===== src/rtl/vls_sequencer_pkg.sv =====
`default_nettype none
// ============================================================================
// Module      : vls_sequencer_pkg
// Description : Shared types and constants for the vector load/store
//               sequencer: opcodes, FSM state encoding, default sizes.
// Revision    : 1.0 - initial release
// ============================================================================
package vls_sequencer_pkg;

  // Default geometry of the vector register file and memory port
  localparam int unsigned C_VLS_NELEM = 16;
  localparam int unsigned C_VLS_WIDTH = 16;
  localparam int unsigned C_VLS_AW    = 16;
  localparam int unsigned C_VLS_EW    = 4;

  // Instruction opcodes handled by the sequencer
  localparam logic [3:0] C_OP_VLD = 4'b0100;
  localparam logic [3:0] C_OP_VST = 4'b0101;

  // Sequencer FSM states
  typedef enum logic [1:0] {
    ST_IDLE = 2'd0,
    ST_RUN  = 2'd1,
    ST_DONE = 2'd2
  } vls_state_e;

endpackage : vls_sequencer_pkg
`default_nettype wire


===== src/rtl/vls_addr_gen.sv =====
`default_nettype none
// ============================================================================
// Module      : vls_addr_gen
// Description : Holds the effective address and the issue index of a vector
//               transfer. Presents the issue-phase address/index and the same
//               values delayed by one cycle for the retire phase, together
//               with a last-element flag.
// Revision    : 1.0 - initial release
// ============================================================================
module vls_addr_gen import vls_sequencer_pkg::*; #(
  parameter int unsigned NELEM = C_VLS_NELEM,
  parameter int unsigned AW    = C_VLS_AW,
  parameter int unsigned EW    = C_VLS_EW
) (
  input  logic          clk_i,
  input  logic          rst_i,
  input  logic          load_i,      // start a new transfer
  input  logic [AW-1:0] base_i,
  input  logic [5:0]    offset_i,
  output logic          iss_en_o,    // an element is issued this cycle
  output logic [AW-1:0] iss_addr_o,
  output logic [EW-1:0] iss_idx_o,
  output logic          ret_vld_o,   // an element retires this cycle
  output logic [AW-1:0] ret_addr_o,
  output logic [EW-1:0] ret_idx_o,
  output logic          ret_last_o   // retiring element is the final one
);

  localparam logic [EW-1:0] C_LAST = EW'(NELEM - 1);
  localparam logic [EW-1:0] C_ONE  = {{(EW-1){1'b0}}, 1'b1};

  logic [AW-1:0] ea_q, ea_d;
  logic [EW-1:0] idx_q, idx_d;
  logic          iss_en_q, iss_en_d;
  logic          ret_vld_q, ret_vld_d;
  logic [AW-1:0] ret_addr_q, ret_addr_d;
  logic [EW-1:0] ret_idx_q, ret_idx_d;
  logic          ret_last_q, ret_last_d;

  logic [AW-1:0] w_iss_addr;
  logic          w_iss_last;

  // Address arithmetic wraps modulo 2^AW by construction
  assign w_iss_addr = ea_q + {{(AW-EW){1'b0}}, idx_q};
  assign w_iss_last = (idx_q == C_LAST);

  // Next-state: load EA on start, step the index while issuing, and delay
  // the issue-phase address/index by one cycle for the retire phase
  always_comb begin
    ea_d       = ea_q;
    idx_d      = idx_q;
    iss_en_d   = iss_en_q;
    ret_vld_d  = iss_en_q;
    ret_addr_d = w_iss_addr;
    ret_idx_d  = idx_q;
    ret_last_d = w_iss_last;
    if (load_i) begin
      ea_d      = base_i + {{(AW-6){1'b0}}, offset_i};
      idx_d     = '0;
      iss_en_d  = 1'b1;
      ret_vld_d = 1'b0;
    end else if (iss_en_q) begin
      idx_d = idx_q + C_ONE;
      if (w_iss_last) begin
        iss_en_d = 1'b0;
      end
    end
  end

  // State registers with synchronous reset
  always_ff @(posedge clk_i) begin
    if (rst_i) begin
      ea_q       <= '0;
      idx_q      <= '0;
      iss_en_q   <= 1'b0;
      ret_vld_q  <= 1'b0;
      ret_addr_q <= '0;
      ret_idx_q  <= '0;
      ret_last_q <= 1'b0;
    end else begin
      ea_q       <= ea_d;
      idx_q      <= idx_d;
      iss_en_q   <= iss_en_d;
      ret_vld_q  <= ret_vld_d;
      ret_addr_q <= ret_addr_d;
      ret_idx_q  <= ret_idx_d;
      ret_last_q <= ret_last_d;
    end
  end

  assign iss_en_o   = iss_en_q;
  assign iss_addr_o = w_iss_addr;
  assign iss_idx_o  = idx_q;
  assign ret_vld_o  = ret_vld_q;
  assign ret_addr_o = ret_addr_q;
  assign ret_idx_o  = ret_idx_q;
  assign ret_last_o = ret_last_q;

endmodule : vls_addr_gen
`default_nettype wire


===== src/rtl/vls_sequencer.sv =====
`default_nettype none
// ============================================================================
// Module      : vls_sequencer
// Description : Sequences VLD/VST: moves NELEM elements between the memory
//               port and one vector register through the serial vector port,
//               one element per cycle with a two-stage issue/retire pipeline.
//               All outputs are registered.
// Revision    : 1.0 - initial release
// ============================================================================
module vls_sequencer import vls_sequencer_pkg::*; #(
  parameter int unsigned NELEM = C_VLS_NELEM,
  parameter int unsigned WIDTH = C_VLS_WIDTH,
  parameter int unsigned AW    = C_VLS_AW,
  parameter int unsigned EW    = C_VLS_EW
) (
  input  logic             Clk1,
  input  logic             Reset,
  input  logic             Start,
  input  logic             IsStore,
  input  logic [AW-1:0]    BaseAddr,
  input  logic [5:0]       Offset,
  input  logic [2:0]       VRegSel,
  output logic             Busy,
  output logic             Done,
  output logic [AW-1:0]    Addr,
  output logic             RD,
  output logic             WR,
  output logic [WIDTH-1:0] DataOut,
  input  logic [WIDTH-1:0] DataIn,
  output logic [2:0]       VAddr,
  output logic [EW-1:0]    VElem,
  output logic             VRD_s,
  output logic             VWR_s,
  output logic [WIDTH-1:0] VInS,
  input  logic [WIDTH-1:0] VOutS
);

  vls_state_e state_q, state_d;
  logic [3:0] op_q, op_d;
  logic [2:0] vsel_q, vsel_d;

  logic             busy_q, busy_d;
  logic             done_q, done_d;
  logic [AW-1:0]    addr_q, addr_d;
  logic             rd_q, rd_d;
  logic             wr_q, wr_d;
  logic [WIDTH-1:0] dout_q, dout_d;
  logic [2:0]       vaddr_q, vaddr_d;
  logic [EW-1:0]    velem_q, velem_d;
  logic             vrd_q, vrd_d;
  logic             vwr_q, vwr_d;
  logic [WIDTH-1:0] vins_q, vins_d;

  logic          w_load;
  logic          w_is_vst;
  logic          w_iss_en;
  logic [AW-1:0] w_iss_addr;
  logic [EW-1:0] w_iss_idx;
  logic          w_ret_vld;
  logic [AW-1:0] w_ret_addr;
  logic [EW-1:0] w_ret_idx;
  logic          w_ret_last;

  assign w_is_vst = (op_q == C_OP_VST);

  vls_addr_gen #(
    .NELEM (NELEM),
    .AW    (AW),
    .EW    (EW)
  ) u_addr_gen (
    .clk_i      (Clk1),
    .rst_i      (Reset),
    .load_i     (w_load),
    .base_i     (BaseAddr),
    .offset_i   (Offset),
    .iss_en_o   (w_iss_en),
    .iss_addr_o (w_iss_addr),
    .iss_idx_o  (w_iss_idx),
    .ret_vld_o  (w_ret_vld),
    .ret_addr_o (w_ret_addr),
    .ret_idx_o  (w_ret_idx),
    .ret_last_o (w_ret_last)
  );

  // FSM next state and next output values; outputs idle at zero unless a
  // phase drives them. Memory phase owns Addr, vector phase owns VElem.
  always_comb begin
    state_d = state_q;
    op_d    = op_q;
    vsel_d  = vsel_q;
    w_load  = 1'b0;
    busy_d  = 1'b0;
    done_d  = 1'b0;
    addr_d  = '0;
    rd_d    = 1'b0;
    wr_d    = 1'b0;
    dout_d  = '0;
    vaddr_d = '0;
    velem_d = '0;
    vrd_d   = 1'b0;
    vwr_d   = 1'b0;
    vins_d  = '0;
    unique case (state_q)
      ST_IDLE: begin
        if (Start) begin
          w_load  = 1'b1;
          op_d    = IsStore ? C_OP_VST : C_OP_VLD;
          vsel_d  = VRegSel;
          busy_d  = 1'b1;
          state_d = ST_RUN;
        end
      end
      ST_RUN: begin
        busy_d = 1'b1;
        // Issue phase: VST reads the vector register, VLD reads memory
        if (w_iss_en) begin
          if (w_is_vst) begin
            vrd_d   = 1'b1;
            vaddr_d = vsel_q;
            velem_d = w_iss_idx;
          end else begin
            rd_d   = 1'b1;
            addr_d = w_iss_addr;
          end
        end
        // Retire phase: capture the data returned for last cycle's issue
        if (w_ret_vld) begin
          if (w_is_vst) begin
            wr_d   = 1'b1;
            addr_d = w_ret_addr;
            dout_d = VOutS;
          end else begin
            vwr_d   = 1'b1;
            vaddr_d = vsel_q;
            velem_d = w_ret_idx;
            vins_d  = DataIn;
          end
          if (w_ret_last) begin
            state_d = ST_DONE;
          end
        end
      end
      ST_DONE: begin
        busy_d  = 1'b1;
        done_d  = 1'b1;
        state_d = ST_IDLE;
      end
      default: begin
        state_d = ST_IDLE;
      end
    endcase
  end

  // State and output registers; reset overrides any concurrent Start
  always_ff @(posedge Clk1) begin
    if (Reset) begin
      state_q <= ST_IDLE;
      op_q    <= '0;
      vsel_q  <= '0;
      busy_q  <= 1'b0;
      done_q  <= 1'b0;
      addr_q  <= '0;
      rd_q    <= 1'b0;
      wr_q    <= 1'b0;
      dout_q  <= '0;
      vaddr_q <= '0;
      velem_q <= '0;
      vrd_q   <= 1'b0;
      vwr_q   <= 1'b0;
      vins_q  <= '0;
    end else begin
      state_q <= state_d;
      op_q    <= op_d;
      vsel_q  <= vsel_d;
      busy_q  <= busy_d;
      done_q  <= done_d;
      addr_q  <= addr_d;
      rd_q    <= rd_d;
      wr_q    <= wr_d;
      dout_q  <= dout_d;
      vaddr_q <= vaddr_d;
      velem_q <= velem_d;
      vrd_q   <= vrd_d;
      vwr_q   <= vwr_d;
      vins_q  <= vins_d;
    end
  end

  assign Busy    = busy_q;
  assign Done    = done_q;
  assign Addr    = addr_q;
  assign RD      = rd_q;
  assign WR      = wr_q;
  assign DataOut = dout_q;
  assign VAddr   = vaddr_q;
  assign VElem   = velem_q;
  assign VRD_s   = vrd_q;
  assign VWR_s   = vwr_q;
  assign VInS    = vins_q;

endmodule : vls_sequencer
`default_nettype wire


===== config.mk =====
export PLATFORM = sky130hd
export DESIGN_NAME = vls_sequencer
export DESIGN_NICKNAME = d
export VERILOG_FILES = /design/src/rtl/vls_sequencer_pkg.sv /design/src/rtl/vls_addr_gen.sv /design/src/rtl/vls_sequencer.sv
export SDC_FILE = /design/constraint.sdc
export NUM_CORES = 1
export LEC_CHECK = 0
export BUFFER_PORTS_ARGS = -buffer_cell sky130_fd_sc_hd__buf_4
export CAP_MARGIN = 10
export CORE_MARGIN = 4
export CORE_UTILIZATION = 49
export CTS_BUF_LIST = sky130_fd_sc_hd__clkbuf_2 sky130_fd_sc_hd__clkbuf_4 sky130_fd_sc_hd__clkbuf_8
export DETAILED_ROUTE_END_ITERATION = 12
export PLACE_DENSITY = 0.84
export SYNTH_ARGS = -nofsm -noshare
export SYNTH_HDL_FRONTEND = slang
export SYNTH_HIERARCHICAL = 1
export SYNTH_SLANG_ARGS = --single-unit

===== constraint.sdc =====
create_clock -name Clk1 -period 2.36 [get_ports Clk1]
set_input_delay 0.236 -clock Clk1 [delete_from_list [all_inputs] [get_ports Clk1]]
set_output_delay 0.236 -clock Clk1 [all_outputs]
set_load 0.01 [all_outputs]

---- Word level (Yosys, flattened, before mapping) ----
Cells that the tools add are included.
storage, ports and cells
  flip-flop bits (word level) ............. 113
  input port bits ......................... 61
  output and inout bits ................... 61
  logic and storage cells ................. 71
cells by class
  add/subtract/negate cells ............... 3
  equal/unequal tests ..................... 7
  mux-type cells .......................... 26
  bitwise gates (word level) .............. 4
  reductions and logical operators ........ 10
operators by type and width
  kind                                                 count
  2-to-1 mux 16 bit                                    4
  adder 16 x 4 -> 16 bit                               1
  adder 16 x 6 -> 16 bit                               1
  2-to-1 mux 4 bit                                     4
  2-to-1 mux 3 bit                                     4
  2-to-1 mux 1 bit                                     9
  OR reduction 4 bit                                   2
  2-to-1 mux 2 bit                                     3
  OR reduction 2 bit                                   3
  OR reduction 3 bit                                   2
  adder 4 x 1 -> 4 bit, second input constant          1
  equality test 4 x 3 -> 1 bit, second input constant  1
  equality test 4 bit, second input constant           1
  != test 2 x 1 -> 1 bit, second input constant        2
  NOT 1 bit                                            4
  one-hot mux 2 bit (2 select lines)                   1
  AND reduction 3 bit                                  1
  equality test 2 x 1 -> 1 bit, second input constant  1
  equality test 2 bit, second input constant           1
  zero test 2 bit                                      1
  != test 2 bit, second input constant                 1
  one-hot mux 1 bit (2 select lines)                   1
  AND reduction 2 bit                                  1

---- Depth between registers and ports, before layout ----
  word-level depth ........................ 5
  mapped depth ............................ 9
  mapped depth without buffers ............ 7

---- Hierarchy ----
Netlist, hierarchy kept.
modules (own cells, without submodules)
  module         times used  cells each  area each (um^2)  seq. area each (um^2)
  vls_addr_gen   1           243         2,279.7           860.8
  vls_sequencer  1           179         2,168.3           1,361.3

---- Least setup slack after synthesis ----
OpenSTA, ideal clock, no wires.
  path type ............................... reg-to-reg
  from .................................... register u_addr_gen.idx_q[0], in the netlist u_addr_gen/iss_idx_o[0]
  to ...................................... register addr_q[14], in the netlist Addr[14]
  setup time .............................. 117 ps
  arrival time ............................ 2,091 ps
  required time ........................... 2,243 ps
  path slack .............................. 152 ps
  cell stages (with the launch flop) ...... 8
  path buffers ............................ 0
  clock period less this slack ............ 2,208 ps
  cell sequence ........................... dfxtp_1 > ha_1 > fa_1 > a211oi_1 > nor2_1 > or4b_1 > nand2_1 > a22o_2
on the way
  cells in the longest elaborated chain, start to end .. 5
ends and longest elaborated chain
  item                      RTL line              text
  from (decl)               vls_addr_gen.sv:33    logic [EW-1:0] idx_q, idx_d;
  from (signal assigned)    vls_addr_gen.sv:82    idx_q <= idx_d;
  adder 16 x 4 -> 16 bit *  vls_addr_gen.sv:44    assign w_iss_addr = ea_q + {{(AW-EW){1'b0}}, idx_q};
  via w_iss_addr[14]        vls_sequencer.sv:57   logic [AW-1:0] w_iss_addr;
  2-to-1 mux 16 bit *       vls_sequencer.sv:117  if (w_is_vst) begin
  2-to-1 mux 16 bit *       vls_sequencer.sv:116  if (w_iss_en) begin
  2-to-1 mux 16 bit         vls_sequencer.sv:128  if (w_is_vst) begin
  2-to-1 mux 16 bit *       vls_sequencer.sv:127  if (w_ret_vld) begin
  to (signal assigned)      vls_sequencer.sv:177  addr_q <= addr_d;
  to (decl)                 vls_sequencer.sv:44   logic [AW-1:0] addr_q, addr_d;
Mark *: on every way through the listed nets, which the timed path passes. The rest lies on a longest branch.
A chain may end at the register's enable or synchronous reset.

---- Final worst setup path ----
  from .................................... register u_addr_gen.idx_q[0], in the netlist u_addr_gen/iss_idx_o[0]
  to ...................................... register addr_q[12], in the netlist Addr[12]
Same word-level chain as after synthesis.

==> results.cfg <==
[setup_path]
worstSetupEndpointType = flop
rr_endpoint = Addr[12]$_SDFF_PP0_
required_ns = 2.62
rr_worst_depth = 7
regToRegSetupSlack_ns = 0.21
crit_arrival_ns = 2.41
rr_startpoint = u_addr_gen/iss_idx_o[0]$_SDFFE_PP0P_
path_max_fanout = 6
start_kind = flop
worstSetupPathType = flop to flop

[die]
core.rowCount = 34
die_x_um = 103.3
dieArea_um2 = 10670
start_util_pct = 50.76
fp.dieH_um = 103.3
io_pins = 122
core_um2 = 8763

[logic_synthesis]
muxShareOfSynthArea_pct = 1.885
synthesis.nets = 502
synth-seq-area-share_pct = 49.96
synthArstFlopShare_pct = 0
ys_seq_elements = 111
synth_compound_area_share_pct = 14.54
synth-xor-area-share_pct = 3.347
postSynthCellCount = 422
yosysWarnings = 6
synth_edf_count = 0
synth-simple-area-share_pct = 20.31
synthAdderAreaFrac_pct = 5.682
syn_area_per_cell_um2 = 10.54
netlist_area_um2 = 4448
synth_top_family_by_area = simple AND/OR/NAND/NOR gates
synth_flop_cell = dfxtp_1
synth.distinct_cells = 55

[routing]
vias = 3383
wirelength_um = 8973
drt-pass1-iter-count = 4
vias_per_cell = 5.181
remaining_drc_errors = 0
wl_per_cell_um = 13.74
ant_nets = 0
drt_iter0_markers = 137

[sta]
slew_viol_final = 0
clock.fmax_ghz = 0.4642
setup_ws_ns = 0.2056
relSlewSlack_pct = 51.84
skew_ns = 0.007182
tightest_slew_ns = 0.7224
tns_ns = 0
fin_crit_ns = 2.154
finalSetupViolations = 0
fin_crit_sh_pct = 91.29
hold_viol = 0
rsz0062_at_grt = no

[placement]
pre_cts_slack_ns = 0.2207
port_buffers = 121
placed_cells = 637
routabilityCongestion = 0.8338
hpwl_um = 6705
dpl_cell_area_um2 = 5358

[final_layout]
num_antenna_cells = 0
finalNonFillerCells = 653
nNetsFinal = 620
final_area_um2 = 5564
area_growth_pct = 25.09
drive_gt1_share_pct = 31.01

[global_route]
track_usage_pct = 16.48
grt_max_degree = 41
gr-usage-met1_pct = 20.35
grt_pass1_wl_um = 14270
grtUsageMet3_pct = 2.750
grt_overflow = 0
antenna_found_initial = 0
use_met2_pct = 28.32
top_usage_layer = met2
grt_pass1_vias = 3294

[clocking]
cts_root_buf = clkbuf_8
cts.repair.resized = 0
numClockSinks = 111
cts.clk_slew.worst_paths_ns = 0.11
clk_latency_ns = 0.36
htreeDepth = 3
cts_made_buffers = 9
ctsHoldBuffers = 0
post-cts-setup-buffers = 0
tritoncts = built
clk_path_buf_depth = 2

[min_path]
hold_end = VInS[8]$_SDFF_PP0_
hold_start = DataIn[8]
holdPathStages = 2
hold_path_class = primary input to flop

[power]
seqPwrFrac_pct = 53.4
p_total_mw = 4.084
switching_power_mw = 1.154
internal_power_mw = 2.930
vdd_ir_drop_max_mv = 0.3364
switching_share_pct = 28.25
powerDensity_nw_per_um2 = 733.9
p_clk_share_pct = 28.1
pwr-share-comb_pct = 18.4
p_leak_nw = 2.486

[flow_run]
maxCapViolations = 0

[outcome]
status = completed
## synthesized netlist by cell type, types with 3 or more instances
| cell | n | area (µm²) |
|---|---|---|
| nor3_1 | 7 | 35.03 |
| o22ai_1 | 3 | 18.77 |
| nand2_1 | 17 | 63.81 |
| mux2i_1 | 5 | 50.05 |
| a211oi_1 | 6 | 45.04 |
| and3_1 | 6 | 37.54 |
| clkbuf_1 | 5 | 18.77 |
| ha_1 | 17 | 212.7 |
| a21o_1 | 4 | 30.03 |
| nor4_1 | 3 | 18.77 |
| nand3_1 | 14 | 70.07 |
| nor3b_1 | 4 | 30.03 |
| o21ai_0 | 10 | 50.05 |
| inv_1 | 7 | 26.28 |
| xor2_1 | 8 | 70.07 |
| mux2_2 | 3 | 33.78 |
| a311oi_1 | 9 | 78.83 |
| nor2b_1 | 18 | 112.6 |
| or4_1 | 5 | 37.54 |
| dfxtp_1 | 111 | 2222 |
| or3_1 | 4 | 25.02 |
| buf_6 | 9 | 101.4 |
| nand4_1 | 4 | 25.02 |
| a22o_2 | 16 | 160.2 |
| a22o_1 | 4 | 35.03 |
| o31ai_1 | 4 | 30.03 |
| xnor2_1 | 9 | 78.83 |
| and2_1 | 37 | 231.5 |
| nor2_1 | 20 | 75.07 |
| a21oi_1 | 17 | 85.08 |
| nand2b_1 | 8 | 50.05 |
## registers in the layout (all words and copies together), names as in the netlist
name                   count
VAddr                      3
VElem                      4
RD                         1
op_q                       2
u_addr_gen/ret_last_o      1
DataOut                   16
VWR_s                      1
VRD_s                      1
VInS                      16
Done                       1
Addr                      16
WR                         1
u_addr_gen/ret_addr_o     16
u_addr_gen/iss_idx_o       4
u_addr_gen/ret_vld_o       1
u_addr_gen/iss_en_o        1
Busy                       1
u_addr_gen/ea_q           16
vsel_q                     3
u_addr_gen/ret_idx_o       4
state_q                    2
## worst max-delay path, stage by stage, from the launching register on
cell      delay, ns
dfxtp_1        0.38
ha_1           0.24
fa_1           0.43
a211oi_1       0.33
buf_4          0.19
nor4_1         0.06
xor2_1         0.18
a22o_2         0.25
## cell families after synthesis
logic type               count (synthesis)
XOR/XNOR                                17
AND/OR/NAND/NOR                        156
multiplexers                             8
adder cells (fa/ha/maj)                 19
flip-flops                             111
AO/OA/AOI/OAI                           86
buffers and inverters                   25
## worst max-delay path by stage
stage / from / endpoint / slack (ns) / cells past startpoint
final: u_addr_gen/iss_idx_o[0]$_SDFFE_PP0P_ / Addr[12]$_SDFF_PP0_ / 0.21 / 7
after global routing: u_addr_gen/iss_idx_o[0]$_SDFFE_PP0P_ / Addr[12]$_SDFF_PP0_ / 0.07 / 7
after CTS: u_addr_gen/iss_idx_o[0]$_SDFFE_PP0P_ / Addr[12]$_SDFF_PP0_ / 0.20 / 7
after detailed placement: u_addr_gen/iss_idx_o[0]$_SDFFE_PP0P_ / Addr[12]$_SDFF_PP0_ / 0.22 / 7
after global placement: u_addr_gen/iss_idx_o[0]$_SDFFE_PP0P_ / Addr[10]$_SDFF_PP0_ / 0.26 / 7
after floorplan: u_addr_gen/iss_idx_o[0]$_SDFFE_PP0P_ / Addr[14]$_SDFF_PP0_ / 0.15 / 7
## layer usage
| layer | routed length, µm | up-vias |
|---|---|---|
| met3 | 585 | 12 |
| met4 | 139 | 0 |
| met5 | 0 | - |
| met1 | 3932 | 1551 |
| li1 | - | 1727 |
| met2 | 4316 | 93 |
## layout make-up
cell class	count	area [µm²]
clock inverters	6	68.82
clock buffers	10	137.6
well taps	108	135.1
inverters	7	26.28
flip-flops and latches	111	2222
multi-input cells	286	2036
repair buffers	125	938.4
fillers	732	3199
## power groups by stage
stage	clock network (mW)	logic, mW	registers (mW)
floorplan	0	0.564	2.20
global placement	0	0.728	2.21
detailed placement	0	0.751	2.22
CTS	1.18	0.756	2.18
global route	1.25	0.849	2.20
finish	1.15	0.752	2.18
## cell usage in the layout (no fill, tap or decap), types with 5 or more instances in the layout
master	synthesis	routed
ha_1	17	17
a22o_2	16	16
nor2_1	20	20
nand3_1	14	14
clkbuf_8	1	10
mux2i_1	5	5
and3_1	6	6
and2_1	37	37
a311oi_1	9	9
buf_4	2	125
dfxtp_1	111	111
xor2_1	8	8
inv_1	7	7
nor2b_1	18	18
or4_1	5	5
xnor2_1	9	9
a21oi_1	17	17
nand2_1	17	17
nand2b_1	8	8
o21ai_0	10	10
a211oi_1	6	6
nor3_1	7	7
## per-stage QoR
step | hold WS, ns | utilization, %
detailed placement | 0.4248 | 61.14
CTS | 0.04945 | 63.49
global route | 0.04703 | 63.49
global placement | 0.4279 | 61.14
floorplan | 0.3577 | -
finish | 0.06712 | 63.49
No activity file was read; power rests on OpenSTA's default activity.
